--- config.mk ---
export PLATFORM = sky130hd
export DESIGN_NAME = serial_subtractor_flat
export DESIGN_NICKNAME = d
export VERILOG_FILES = /design/src/rtl/serial_subtractor_pkg.sv /design/src/rtl/serial_subtractor_if.sv /design/src/rtl/serial_subtractor_cell.sv /design/src/rtl/serial_subtractor.sv /design/src/flat_wrapper.sv
export SDC_FILE = /design/constraint.sdc
export NUM_CORES = 1
export LEC_CHECK = 0
export ABC_AREA = 1
export BUFFER_PORTS_ARGS = -buffer_cell sky130_fd_sc_hd__buf_4
export CORE_MARGIN = 2
export CORE_UTILIZATION = 23
export DETAILED_ROUTE_END_ITERATION = 7
export PLACE_DENSITY = 0.49
export SLEW_MARGIN = 25
export SYNTH_ARGS = -nofsm -noshare
export SYNTH_HDL_FRONTEND = slang
export SYNTH_SLANG_ARGS = --single-unit
--- constraint.sdc ---
create_clock -name clk -period 1.55 [get_ports clk]
set_clock_uncertainty 0.05 [all_clocks]
set_input_delay 0.31 -clock clk [delete_from_list [all_inputs] [get_ports clk]]
set_output_delay 0.31 -clock clk [all_outputs]
set_load 0.005 [all_outputs]
--- src/rtl/serial_subtractor_pkg.sv ---
// Shared types for the bit-serial subtractor: FSM state encoding and default width.
package sub_pkg;

    localparam int DEFAULT_N = 16;

    typedef enum logic [1:0] {
        IDLE = 2'b00,
        RUN  = 2'b01,
        DONE = 2'b10
    } state_t;

endpackage

--- src/rtl/serial_subtractor_if.sv ---
// Operand/result handshake bundle between a controller (master) and the subtractor (slave).
interface serial_subtractor_if
    import sub_pkg::*;
#(
    parameter int N = DEFAULT_N
) ();

    logic         start;
    logic [N-1:0] A;
    logic [N-1:0] B;
    logic         Bin;
    logic         ready;
    logic         done;
    logic [N-1:0] Diff;
    logic         Bout;
    logic         Ovf;

    modport master (
        output start, A, B, Bin,
        input  ready, done, Diff, Bout, Ovf
    );

    modport slave (
        input  start, A, B, Bin,
        output ready, done, Diff, Bout, Ovf
    );

endinterface

--- src/rtl/serial_subtractor_cell.sv ---
// One-bit full subtractor: a - b - bin = d - 2*bout.
module full_subtractor_cell (
    input  logic a,
    input  logic b,
    input  logic bin,
    output logic d,
    output logic bout
);

    assign d    = a ^ b ^ bin;
    assign bout = (~a & b) | (~(a ^ b) & bin);

endmodule

--- src/rtl/serial_subtractor.sv ---
// Bit-serial Diff = A - B - Bin, LSB first, one full-subtractor step per clock.
//
//   state | meaning
//   IDLE  | waiting for start, ready=1
//   RUN   | one bit step per edge, N edges total, start ignored
//   DONE  | one-cycle done pulse, ready=1, start accepted back-to-back
module serial_subtractor
    import sub_pkg::*;
#(
    parameter  int N  = DEFAULT_N,
    localparam int CW = $clog2(N + 1)
) (
    input  logic                clk,
    input  logic                rst_n,
    serial_subtractor_if.slave  bus
);

    state_t         state_q,  state_d;
    logic [CW-1:0]  cnt_q,    cnt_d;
    logic [N-1:0]   a_sh_q,   a_sh_d;
    logic [N-1:0]   b_sh_q,   b_sh_d;
    logic [N-1:0]   d_sh_q,   d_sh_d;
    logic           borrow_q, borrow_d;
    logic           sign_a_q, sign_a_d;
    logic           sign_b_q, sign_b_d;
    logic [N-1:0]   diff_q,   diff_d;
    logic           bout_q,   bout_d;
    logic           ovf_q,    ovf_d;

    logic           cell_d;
    logic           cell_bout;

    full_subtractor_cell u_cell (
        .a    (a_sh_q[0]),
        .b    (b_sh_q[0]),
        .bin  (borrow_q),
        .d    (cell_d),
        .bout (cell_bout)
    );

    always_comb begin
        state_d  = state_q;
        cnt_d    = cnt_q;
        a_sh_d   = a_sh_q;
        b_sh_d   = b_sh_q;
        d_sh_d   = d_sh_q;
        borrow_d = borrow_q;
        sign_a_d = sign_a_q;
        sign_b_d = sign_b_q;
        diff_d   = diff_q;
        bout_d   = bout_q;
        ovf_d    = ovf_q;

        case (state_q)
            IDLE, DONE: begin
                if (bus.start) begin
                    a_sh_d   = bus.A;
                    b_sh_d   = bus.B;
                    borrow_d = bus.Bin;
                    sign_a_d = bus.A[N-1];
                    sign_b_d = bus.B[N-1];
                    cnt_d    = '0;
                    state_d  = RUN;
                end else begin
                    state_d  = IDLE;
                end
            end
            RUN: begin
                a_sh_d   = {1'b0, a_sh_q[N-1:1]};
                b_sh_d   = {1'b0, b_sh_q[N-1:1]};
                d_sh_d   = {cell_d, d_sh_q[N-1:1]};
                borrow_d = cell_bout;
                cnt_d    = cnt_q + CW'(1);
                // Last bit step: publish the result in the same edge so Diff never shows partial bits.
                if (cnt_q == CW'(N - 1)) begin
                    diff_d  = {cell_d, d_sh_q[N-1:1]};
                    bout_d  = cell_bout;
                    ovf_d   = (sign_a_q != sign_b_q) && (cell_d != sign_a_q);
                    state_d = DONE;
                end
            end
            default: state_d = IDLE;
        endcase
    end

    always_ff @(posedge clk or negedge rst_n) begin
        if (!rst_n) begin
            state_q  <= IDLE;
            cnt_q    <= '0;
            a_sh_q   <= '0;
            b_sh_q   <= '0;
            d_sh_q   <= '0;
            borrow_q <= 1'b0;
            sign_a_q <= 1'b0;
            sign_b_q <= 1'b0;
            diff_q   <= '0;
            bout_q   <= 1'b0;
            ovf_q    <= 1'b0;
        end else begin
            state_q  <= state_d;
            cnt_q    <= cnt_d;
            a_sh_q   <= a_sh_d;
            b_sh_q   <= b_sh_d;
            d_sh_q   <= d_sh_d;
            borrow_q <= borrow_d;
            sign_a_q <= sign_a_d;
            sign_b_q <= sign_b_d;
            diff_q   <= diff_d;
            bout_q   <= bout_d;
            ovf_q    <= ovf_d;
        end
    end

    assign bus.ready = (state_q != RUN);
    assign bus.done  = (state_q == DONE);
    assign bus.Diff  = diff_q;
    assign bus.Bout  = bout_q;
    assign bus.Ovf   = ovf_q;

endmodule

--- src/flat_wrapper.sv ---
// flat-port wrapper written by rule: the top's interface ports become plain ports
module serial_subtractor_flat import sub_pkg::*;
#(
    parameter  int N  = DEFAULT_N,
    localparam int CW = $clog2(N + 1)
)
  (clk, rst_n, bus_start, bus_A, bus_B, bus_Bin, bus_ready, bus_done, bus_Diff, bus_Bout, bus_Ovf);
  serial_subtractor_if #(.N(N)) bus_i ();
  input  logic clk;
  input  logic rst_n;
  input wire logic [$bits(bus_i.start)-1:0] bus_start;
  input wire logic [$bits(bus_i.A)-1:0] bus_A;
  input wire logic [$bits(bus_i.B)-1:0] bus_B;
  input wire logic [$bits(bus_i.Bin)-1:0] bus_Bin;
  output wire logic [$bits(bus_i.ready)-1:0] bus_ready;
  output wire logic [$bits(bus_i.done)-1:0] bus_done;
  output wire logic [$bits(bus_i.Diff)-1:0] bus_Diff;
  output wire logic [$bits(bus_i.Bout)-1:0] bus_Bout;
  output wire logic [$bits(bus_i.Ovf)-1:0] bus_Ovf;
  assign bus_i.start = bus_start;
  assign bus_i.A = bus_A;
  assign bus_i.B = bus_B;
  assign bus_i.Bin = bus_Bin;
  assign bus_ready = bus_i.ready;
  assign bus_done = bus_i.done;
  assign bus_Diff = bus_i.Diff;
  assign bus_Bout = bus_i.Bout;
  assign bus_Ovf = bus_i.Ovf;
  serial_subtractor #(.N(N)) u_core (.clk(clk), .rst_n(rst_n), .bus(bus_i));
endmodule
# [Word-level counts from Yosys, hierarchy flattened]
# Cells that the tools add are included.
[word_totals] out_inout_bits=20 romBits=0 input_bits=36 latch_bits=0 wordCells=45 memories=0 ramBits=0 reg_bits=76
[op_classes] n_addsub=1 div=0 n_shift=0 magnitude_cmp=0 n_mux=11 reduce_logical=7 multipliers=0 eq_ne=8 bitwise=7
[ops] op="16-bit case mux with 2 select lines" count=2
[ops] op="16-bit two-way mux" count=2
[ops] op="5-bit case mux with 2 select lines" count=1
[ops] op="2-bit AND reduction" count=3
[ops] op="5-bit by 1-bit adder with 5-bit output, second input constant" count=1
[ops] op="5-bit by 4-bit equality test with 1-bit output, second input constant" count=1
[ops] op="5-bit two-way mux" count=1
[ops] op="2-bit by 1-bit != test with 1-bit output, second input constant" count=2
[ops] op="2-bit case mux with 2 select lines" count=1
[ops] op="1-bit AND" count=2
[ops] op="2-bit by 1-bit equality test with 1-bit output, second input constant" count=1
[ops] op="2-bit equality test, second input constant" count=1
[ops] op="2-bit logical NOT" count=1
[ops] op="1-bit two-way mux" count=2
[ops] op="2-bit two-way mux" count=1
[ops] op="1-bit != test" count=2
[ops] op="2-bit != test, second input constant" count=1
[ops] op="1-bit NOT" count=2
[ops] op="1-bit case mux with 2 select lines" count=1
[ops] op="2-bit nonzero test" count=1
[ops] op="2-bit OR reduction" count=1
[ops] op="1-bit bitwise XOR" count=2
[ops] op="1-bit logical AND" count=1
[ops] op="1-bit bitwise OR" count=1

# [Longest topological paths before layout]
# Gate-level depths: netlist (run 1).
[depth] depth_word=5 depth_mapped=8 depth_no_buf=8

# [Hierarchy]
# Synthesis (run 1) repeated with hierarchy kept, for this count alone.
[unflattened] cells_unflattened=412 area_unflattened_um2=3313.2
[modules_own_cells] module="serial_subtractor" area_per_inst_um2=3281.9 n_inst=1 cells_per_inst=408 seq_area_each_um2=1876.8
[modules_own_cells] module="full_subtractor_cell" area_per_inst_um2=31.3 n_inst=1 cells_per_inst=4 seq_area_each_um2=0.0

# [Worst setup path before layout (run 1)]
# OpenSTA, ideal clock, no wires.
[synth_path] path_type="register -> register" from="register u_core.cnt_q[0]" to="register u_core.diff_q[10], in the netlist u_core.bus.Diff[10]" path_slack_ns=0.108 setup_ns=0.076 path_stages_with_launch=9 synth_period_minus_slack_ns=1.442 required_time_ns=1.424 path_buffers=1 arrival_time_ns=1.316 cell_sequence="dfrtp_1 ha_1 nand2_1 nor2_1 ha_1 nand2_2 buf_2 nand2_1 o21ai_1"
[synth_between] elab_chain_len=2
[synth_lines] element="from (decl)" line_no="serial_subtractor.sv:19" rtl="logic [CW-1:0] cnt_q, cnt_d;"
[synth_lines] element="from (signal assigned)" line_no="serial_subtractor.sv:101" rtl="cnt_q <= cnt_d;"
[synth_lines] element="5-bit by 4-bit equality test with 1-bit output" line_no="serial_subtractor.sv:75" rtl="if (cnt_q == CW'(N - 1)) begin"
[synth_lines] element="2-bit AND reduction (no line)"
[synth_lines] element="to (signal assigned)" line_no="serial_subtractor.sv:108" rtl="diff_q <= diff_d;"
[synth_lines] element="to (decl)" line_no="serial_subtractor.sv:26" rtl="logic [N-1:0] diff_q, diff_d;"
# Every way passes these cells.
# A chain may end at the register's enable or synchronous reset.

# [Worst setup path after layout (run 1)]
[layout_path] from="register u_core.cnt_q[1]" to="register u_core.diff_q[12], in the netlist u_core.bus.Diff[12]"
# Same word-level chain as after synthesis.

==> impl_metrics.csv, run 1 <==
group,metric,value,unit
placement,dp_hpwl,4654,um
min_path,min_path_cells,5,
critical_path,rr_endpoint,"u_core.bus.Diff[12]$_DFFE_PN0P_",
min_path,min_path_type,"in2reg",
route,remaining_drc_errors,0,
clocking,insertion_delay,0.33,ns
placement,gp_congestion,0.7222,
final_layout,drive_gt1_share,24.84,%
final_layout,stdcell_count,659,
die,ios,56,
power,power_density,1970,nW/um^2
synth,synth_common_cells,"204 x nand2_1, 75 x dfrtp_1, 57 x inv_1",
synth,synth-adder-area-share,1.358,%
synth,synth_compound_area_share,5.849,%
die,chipHeight,124.1,um
global_route,grt_use_total,10.07,%
critical_path,crit_required,1.72,ns
clocking,cts_sinks,75,
clocking,path_clk_slew,0.06,ns
sta,max_freq,655.4,MHz
global_route,grtUsageMet2,15.95,%
run_status,run_status,"completed",
run,maxCapViolations,0,
global_route,grt_pass1_wl,11870,um
critical_path,cp-start-kind,"flip-flop",
route,via_count,2640,
die,fp-row-count,43,
route,wl_per_cell,11.12,um
critical_path,cp-end-kind,"flip-flop",
clocking,cts_setup_buffers,0,
synth,synth.most_common_cell,"nand2_1",
synth,ys_seq_area_share,56.60,%
synth,synthTopCellsByArea,"dfrtp_1 57%, nand2_1 23%, inv_1 6.5%, o21ai_0 2.7%, o21ai_1 2.4%",
power,p_total,0.008870,W
critical_path,r2r_slack,0.02,ns
synth,netlist.area_leader.share,56.60,%
synth,syn_inst,411,
clocking,clockBufferDepth,2,
global_route,antenna_found_initial,0,
power,leakage,2.360,nW
critical_path,r2r-start,"u_core.cnt_q[1]$_DFFE_PN0P_",
route,drt_iter0_markers,135,
route,wirelength,7325,um
synth,synth-async-reset-ratio,100.0,%
synth,synth_xor_area_share,0,%
final_layout,fin_nets,513,
global_route,gr-max-usage-layer,"met2",
global_route,overflow,0,
die,start_util,23.70,%
clocking,cts_buffers,9,
synth,synth_top_family_by_area,"simple AND/OR/NAND/NOR gates",
synth,ys_types,22,
global_route,use_met1,12.85,%
sta,worst_pin_slew,0.4137,ns
global_route,grt_pass1_vias,2517,
sta,slew_viol_final,0,
sta,rsz0062_at_grt,"true",
power,ir_drop,599.0,uV
route,via_per_inst,4.006,
sta,fin_crit,1.526,ns
die,fp.dieArea,15390,sq um
route,drtPass1Iterations,5,
clocking,htree_levels,3,
final_layout,syn2layout_area_growth,35.81,%
synth,ys_warn_count,0,
final_layout,fillers,1533,
synth,synth-simple-area-share,26.34,%
synth,synth_area_per_cell,8.067,sq um
synth,ys_seq_elements,75,
critical_path,crit_type,"reg2reg",
critical_path,cp.arrival,1.70,ns
critical_path,rr_worst_depth,8,
min_path,hold_path_end,"u_core.a_sh_q[3]$_DFFE_PN0P_",
die,fp.coreArea,13990,sq um
route,ant_nets,0,
clocking,cts-root-buf,"clkbuf_16",
sta,setup-violations-final,0,
global_route,grt_max_degree,76,
synth,muxShareOfSynthArea,0,%
synth,synthesis.area,3316,sq um
global_route,met3_usage,3.434,%
synth,synth_nets,450,
clocking,cts_tree,"yes",
sta,slew_headroom,72.42,%
synth,synth-edff-count,0,
sta,post-route-period-util,98.44,%
final_layout,n_antenna_cell,0,
placement,placed_cells,639,
min_path,hold_start,"bus_A[3]",
synth,yosys.area.top_type,"dfrtp_1",
synth,synth-main-ff-cell,"dfrtp_1",
sta,hold_viol,0,
placement,port_buffers,55,
critical_path,worstPathMaxFanout,8,
die,die_w,124.1,um
## where the power goes
group	switching, W	leakage (nW)	internal (W)	total [W]
clock	0.000825	0.153	0.00141	0.00224
combinational	0.00179	1.29	0.00143	0.00322
sequential	0.000555	0.915	0.00286	0.00341
## per-layer routing
| metal | vias to the layer above | part of all wire (%) |
|---|---|---|
| met3 | 11 | 5.3 |
| li1 | 1349 | - |
| met1 | 1219 | 47 |
| met5 | - | 0 |
| met4 | 0 | 1.4 |
| met2 | 61 | 46 |
## worst max path at each step
| stage | start | end | slack, ns | cells past startpoint |
|---|---|---|---|---|
| after floorplan | u_core.cnt_q[0]$_DFFE_PN0P_ | u_core.bus.Diff[10]$_DFFE_PN0P_ | 0.11 | 8 |
| after global placement | u_core.a_sh_q[0]$_DFFE_PN0P_ | u_core.bus.Ovf$_DFFE_PN0P_ | 0.07 | 6 |
| after detailed placement | u_core.a_sh_q[0]$_DFFE_PN0P_ | u_core.bus.Ovf$_DFFE_PN0P_ | 0.06 | 6 |
| after CTS | u_core.state_q[1]$_DFFE_PN0P_ | bus_ready | 0.006 | 3 |
| after global routing | u_core.cnt_q[1]$_DFFE_PN0P_ | u_core.bus.Diff[3]$_DFFE_PN0P_ | -0.06 | 7 |
| final | u_core.cnt_q[1]$_DFFE_PN0P_ | u_core.bus.Diff[12]$_DFFE_PN0P_ | 0.02 | 8 |
## flip-flops by register name, summed over array words and instances, names as in the netlist
| signal | cells |
|---|---|
| u_core.sign_b_q | 1 |
| u_core.bus.Ovf | 1 |
| u_core.d_sh_q | 15 |
| u_core.a_sh_q | 16 |
| u_core.bus.Diff | 16 |
| u_core.cnt_q | 5 |
| u_core.state_q | 2 |
| u_core.borrow_q | 1 |
| u_core.bus.Bout | 1 |
| u_core.sign_a_q | 1 |
| u_core.b_sh_q | 16 |
## layout by cell type, fill, tap and decap left out, drive strengths merged, types with 2 or more instances in the layout
master	instances
nand3	3
bufinv	2
buf	63
clkinv	3
dfrtp	75
ha	2
nor2	5
nand2	208
inv	60
o21ai	34
o22ai	3
clkbuf	13
nand3b	2
## metrics by stage
stage | hold WS (ns) | worst slack (ns) | cell area [sq um] | utilization (%) | TNS (ns)
floorplan | -0.03559 | 0.1082 | 3316 | - | 0
global placement | 0.3179 | 0.07115 | 3980 | 28.45 | 0
detailed placement | 0.3170 | 0.06164 | 3980 | 28.45 | 0
CTS | 0.1867 | 0.006324 | 4310 | 30.81 | 0
global route | 0.2058 | -0.06304 | 4503 | 32.19 | -0.8400
finish | 0.1965 | 0.02413 | 4503 | 32.19 | 0
## final cells by class
cell class	count	area, sq um	share of cell area (%)
Clock buffer	10	229.0	5.085
Inverter	60	227.7	5.057
Multi-Input combinational cell	261	1232	27.37
Clock inverter	6	90.09	2.001
Tap cell	180	225.2	5.001
Timing Repair Buffer	67	620.6	13.78
Sequential cell	75	1878	41.71
## kinds of logic after synthesis
| kind of cell | count (synthesis) |
|---|---|
| AOI/OAI and AO/OA | 38 |
| adders and majority gates | 3 |
| buffers and inverters | 75 |
| DFF | 75 |
| and+or+nand+nor | 220 |
## worst max-delay path: stages, from the launching register on
cell	delay, ns
dfrtp_1	0.39
ha_2	0.20
nand2_2	0.08
nor2_4	0.14
ha_4	0.18
nand2_8	0.09
clkbuf_16	0.19
nand2_2	0.05
o21ai_1	0.05
## repair_timing
action	in CTS	in global routing
resized for setup	1	34
cloned	0	3
endpoints found under the hold margin	75	0
pin swaps	0	4
endpoints found under the setup margin	1	19
hold buffers	1	0
Power figures use the tool's default switching activity.
==> run 2, diff against run 1 <==
Settings changed: ABC_AREA 1 to default, CAP_MARGIN from default to 20, PLACE_DENSITY 0.49 to 0.5.
Clock period 1.55 ns to 1.9 ns, I/O delays scaled along.
==> impl_metrics.csv, run 2 <==
group,metric,value,unit
final_layout,stdcell_count,533,
final_layout,utilization,31.39,%
sta,hold_viol,0,
route,remaining_drc_errors,0,
global_route,grt_pass1_vias,2364,
run_status,run_status,"completed",
critical_path,crit_path_start,"u_core.cnt_q[0]$_DFFE_PN0P_",
clocking,cts_buffers,9,
final_layout,fin_nets,391,
die,fp-row-count,42,
placement,port_buffers,55,
placement,gp_congestion,0.7036,
placement,dp_hpwl,4820,um
synth,muxShareOfSynthArea,6.387,%
route,via_count,2308,
critical_path,cp.arrival,1.99,ns
clocking,cts_tree,"yes",
final_layout,final_cell_mix,"83 x nand2_1, 75 x dfrtp_1, 70 x buf_4",
synth,ys_seq_area_share,59.88,%
synth,ys_seq_elements,75,
die,fp.coreArea,13300,sq um
power,power_density,1743,nW/um^2
die,die_w,120.7,um
sta,post-route-period-util,95.95,%
clocking,cts-root-buf,"clkbuf_16",
final_layout,drive_gt1_share,30.53,%
min_path,min_path_type,"in2reg",
power,ir_drop,827.8,uV
synth,synth-main-ff-cell,"dfrtp_1",
synth,synth_area_per_cell,10.85,sq um
min_path,hold_start,"bus_B[15]",
route,drtPass1Iterations,4,
critical_path,crit_type,"reg2reg",
synth,synth_common_cells,"83 x nand2_1, 75 x dfrtp_1, 30 x nand3_1",
final_layout,final_area,4173,sq um
synth,synth-simple-area-share,17.64,%
synth,synth.most_common_cell,"nand2_1",
synth,synth_compound_area_share,9.741,%
synth,ys_warn_count,0,
critical_path,cp-end-kind,"flip-flop",
synth,synth-async-reset-ratio,100.0,%
synth,yosys.area.top_type,"dfrtp_1",
global_route,grt_pass1_wl,12060,um
die,fp.dieArea,14580,sq um
sta,setup-violations-final,0,
synth,synthTopCellsByArea,"dfrtp_1 60%, nand2_1 9.9%, a22oi_1 6.9%, mux2_2 5.7%, nand3_1 4.8%",
synth,syn_inst,289,
synth,ys_types,29,
placement,placed_cells,511,
route,via_per_inst,4.330,
sta,whs,0.2009,ns
die,start_util,23.57,%
clocking,cts_sinks,75,
critical_path,crit_required,2.06,ns
critical_path,worstPathMaxFanout,8,
final_layout,final_common_cell,"nand2_1",
power,leakage,2.045,nW
route,wl_per_cell,13.52,um
critical_path,r2r-start,"u_core.cnt_q[0]$_DFFE_PN0P_",
die,ios,56,
synth,synth_xor_area_share,0,%
sta,slew_viol_final,0,
run,maxCapViolations,0,
sta,fin_crit,1.823,ns
global_route,grt_use_total,10.67,%
global_route,overflow,0,
synth,synth_nets,328,
synth,synthesis.area,3134,sq um
synth,synth-edff-count,0,
sta,worst_pin_slew,0.4275,ns
die,chipHeight,120.7,um
clocking,htree_levels,3,
synth,netlist.area_leader.share,59.88,%
clocking,path_clk_slew,0.06,ns
global_route,antenna_found_initial,0,
final_layout,n_antenna_cell,0,
placement,placed_cell_area,3740,sq um
clocking,clockBufferDepth,2,
sta,max_freq,548.6,MHz
synth,synth-adder-area-share,1.437,%
final_layout,syn2layout_area_growth,33.13,%
synth,synth_top_family_by_area,"simple AND/OR/NAND/NOR gates",
clocking,insertion_delay,0.33,ns
critical_path,cp-start-kind,"flip-flop",
route,wirelength,7208,um
route,ant_nets,0,
sta,slew_headroom,71.39,%
route,drt_iter0_markers,137,
global_route,grt_max_degree,35,
==> run 2: cell types whose count changed after synthesis, sizes merged, moves of 16 or more <==
cell	delta
nand2	-125
inv	-55
o21ai	-30
a22oi	+29
nand3	+27
mux2	+16
==> run 2: area by class of cell <==
| cell class | count | area [sq um] |
|---|---|---|
| clock buffer | 9 | 225.2 |
| clock inverter | 7 | 140.1 |
| fill | 1383 | 9123 |
| inverter | 5 | 21.27 |
| multi-input combinational | 188 | 1109 |
| sequential | 75 | 1877 |
| tap | 176 | 220.2 |
| timing repair buffer | 73 | 580.6 |
==> run 2: timing repair <==
action                                  4_1_cts  5_1_grt
gates resized for setup                       0        1
hold endpoints to repair                     30        0
endpoints found under the setup margin        1       16
hold buffers                                  1        0
pin swaps                                     0        0
setup buffers                                 1        3
gates cloned                                  0        1
==> run 2: stage by stage <==
| step | TNS [ns] | power [W] | setup WS [ns] |
|---|---|---|---|
| 4_1_cts | 0 | 0.007367 | 0.04991 |
| 6_report | 0 | 0.007271 | 0.07704 |
| 3_3_place_gp | 0 | 0.005148 | 0.1010 |
| 2_1_floorplan | 0 | 0.004388 | 0.1192 |
| 3_5_place_dp | 0 | 0.005235 | 0.06148 |
| 5_1_grt | -0.01490 | 0.007883 | -0.006213 |
==> run 2: worst paths after layout <==
kind	cells after the start	endpoint	slack, ns
hold / removal	3	u_core.sign_b_q$_DFFE_PN0P_	0.20
hold reg to reg	2	u_core.d_sh_q[1]$_DFFE_PN0P_	0.44
max in group asynchronous	3	u_core.d_sh_q[14]$_DFFE_PN0P_	0.63
setup reg to reg	7	u_core.bus.Diff[9]$_DFFE_PN0P_	0.08
setup / recovery	7	u_core.bus.Diff[9]$_DFFE_PN0P_	0.08
min in group asynchronous	2	u_core.bus.Diff[5]$_DFFE_PN0P_	0.48
==> run 2: critical path, stage by stage, from the launching register on <==
cell and delay [ns]:
dfrtp_1 0.40, ha_2 0.20, and3_1 0.18, ha_1 0.18, nand3b_1 0.11, buf_4 0.14, clkbuf_16 0.14, mux2_2 0.32
==> run 2: metal layers <==
layer	wire length (um)	GRT usage [%]	vias to the layer above
li1	-	-	1122
met1	3325	13.35	1124
met3	420	4.387	4
met2	3391	17.02	58
met5	0	0	-
met4	71	2.834	0
==> run 2: cell families (layout without fill, tap and decap cells) <==
| logic type | Yosys count | count (layout) |
|---|---|---|
| compound gates | 41 | 41 |
| flops | 75 | 75 |
| simple gates | 126 | 126 |
| mux | 18 | 18 |
| buf+inv | 26 | 94 |
| fa+ha+maj | 3 | 3 |
==> run 2: power by group <==
| part | switching [W] | internal [W] | total, W |
|---|---|---|---|
| clock network | 0.000656 | 0.00141 | 0.00207 |
| registers | 0.000465 | 0.00236 | 0.00282 |
| logic | 0.00122 | 0.00116 | 0.00238 |
| total | 0.00234 | 0.00493 | 0.00727 |
==> run 3, diff against run 2 <==
Settings changed: SLEW_MARGIN 25 to default.
Clock period 1.9 ns to 2.2 ns, I/O delays scaled along.
==> impl_metrics.csv, run 3 (synthesis results as in run 2) <==
group,metric,value,unit
run_status,run_status,"finished, violations left",
run_status,violations,"negative hold slack",
critical_path,rr_endpoint,"u_core.bus.Diff[14]$_DFFE_PN0P_",
sta,setup-violations-final,0,
sta,max_freq,520.9,MHz
sta,slew_headroom,60.55,%
critical_path,critPathBufInv,2,
placement,dp_hpwl,4627,um
critical_path,worstPathMaxFanout,38,
power,leakage,1.978,nW
die,die_w,120.7,um
route,drtPass1Iterations,4,
power,ir_drop,514.1,uV
sta,slew_viol_final,0,
global_route,grt_max_degree,45,
die,fp.coreArea,13300,sq um
critical_path,cp-endpoint,"bus_ready",
critical_path,cp.arrival,1.43,ns
die,ios,56,
route,drt_iter0_markers,154,
critical_path,cp.depth,3,
critical_path,critical_path.top_delay_family,"buffers and inverters",
sta,post-route-period-util,87.26,%
sta,hold_viol,7,
final_layout,final_area,4035,sq um
die,fp.dieArea,14580,sq um
critical_path,slowest_delay,0.42,ns
route,via_per_inst,4.357,
clocking,cts_buffers,9,
die,start_util,23.57,%
power,power_density,1461,nW/um^2
clocking,cts_setup_buffers,0,
clocking,htree_levels,3,
placement,gp_congestion,0.6922,
placement,port_buffers,55,
critical_path,crit_type,"reg2out",
min_path,min_path_type,"in2async",
critical_path,r2r_slack,0.33,ns
critical_path,r2r-start,"u_core.cnt_q[0]$_DFFE_PN0P_",
global_route,grt_use_total,10.38,%
clocking,cts-resized-gates,0,
run,maxCapViolations,0,
clocking,clockBufferDepth,2,
clocking,cts_sinks,75,
sta,fin_tns_setup,0,ns
final_layout,drive_gt1_share,29.14,%
route,via_count,2292,
global_route,grt_pass1_wl,11730,um
route,wirelength,6930,um
final_layout,final_cell_mix,"83 x nand2_1, 75 x dfrtp_1, 65 x buf_4",
clocking,cts-root-buf,"clkbuf_16",
critical_path,cpMaxStageDelayCell,"dfrtp_1",
placement,placed_cell_area,3732,sq um
critical_path,cp-end-kind,"primary output",
critical_path,crit_required,1.71,ns
clocking,cts_tree,"yes",
global_route,overflow,0,
final_layout,syn2layout_area_growth,28.74,%
critical_path,cp-start-kind,"flip-flop",
critical_path,cp_cell_sequence,"nor2b_4, inv_4, buf_4",
sta,rsz0062_at_grt,"false",
sta,worst_pin_slew,0.5891,ns
final_layout,n_antenna_cell,0,
route,wl_per_cell,13.17,um
sta,whs,-0.008313,ns
final_layout,fin_nets,384,
clocking,insertion_delay,0.33,ns
sta,fin_crit,1.920,ns
global_route,antenna_found_initial,0,
die,fp-row-count,42,
clocking,ctsHoldBuffers,0,
route,remaining_drc_errors,0,
global_route,grt_pass1_vias,2336,
clocking,path_clk_slew,0.06,ns
final_layout,final_common_cell,"nand2_1",
critical_path,rr_worst_depth,6,
route,ant_nets,0,
critical_path,crit_path_start,"u_core.state_q[0]$_DFFE_PN0P_",
die,chipHeight,120.7,um
[run 3: changes by cell type in the layout (fill, tap and decap cells not counted), sizes merged]
cell	previous run	this run
clkinv	1	2
dlygate4sd3	1	0
inv	5	6
buf	71	66
bufinv	4	1
[run 3: metrics by stage]
step | util [%] | instances | power (W) | worst slack (ns)
final | 30.35 | 526 | 0.005897 | 0.2802
after global routing | 30.35 | 526 | 0.006385 | 0.1797
after CTS | 30.35 | 526 | 0.006022 | 0.2488
after detailed placement | 28.07 | 510 | 0.004498 | 0.3211
after global placement | 28.07 | 510 | 0.004440 | 0.3561
after floorplan | - | 289 | 0.003790 | 0.4192
[run 3: how the worst min path moves through the flow]
stage | slack [ns] | to | from
final | -0.008 | u_core.d_sh_q[6]$_DFFE_PN0P_ | rst_n
after global routing | 0.02 | u_core.d_sh_q[6]$_DFFE_PN0P_ | rst_n
after CTS | 0.0004 | u_core.d_sh_q[6]$_DFFE_PN0P_ | rst_n
after detailed placement | 0.37 | u_core.d_sh_q[6]$_DFFE_PN0P_ | rst_n
after global placement | 0.36 | u_core.d_sh_q[5]$_DFFE_PN0P_ | rst_n
after floorplan | 0.09 | u_core.a_sh_q[0]$_DFFE_PN0P_ | rst_n
[run 3: layout make-up]
class / instances / area (sq um)
fill: 1398 / 9260
sequential: 75 / 1877
multi-input combinational: 188 / 1106
timing repair buffer: 66 / 508.0
clock buffer: 10 / 239.0
tap: 176 / 220.2
clock inverter: 6 / 63.81
inverter: 5 / 21.27
[run 3: layer usage]
| metal | routed length [um] | part of all wire, % | track usage, % |
|---|---|---|---|
| met3 | 431 | 6.2 | 4.198 |
| met4 | 96 | 1.4 | 3.706 |
| met1 | 3198 | 46 | 12.94 |
| met2 | 3204 | 46 | 16.21 |
| met5 | 0 | 0 | 0 |
[run 3: power breakdown]
| part | switching, W | internal [W] | leakage [nW] | total (W) |
|---|---|---|---|---|
| clock network | 0.000572 | 0.000908 | 0.145 | 0.00148 |
| logic | 0.00104 | 0.000960 | 0.902 | 0.00200 |
| registers | 0.000383 | 0.00204 | 0.932 | 0.00242 |
| total | 0.00199 | 0.00391 | 1.98 | 0.00590 |
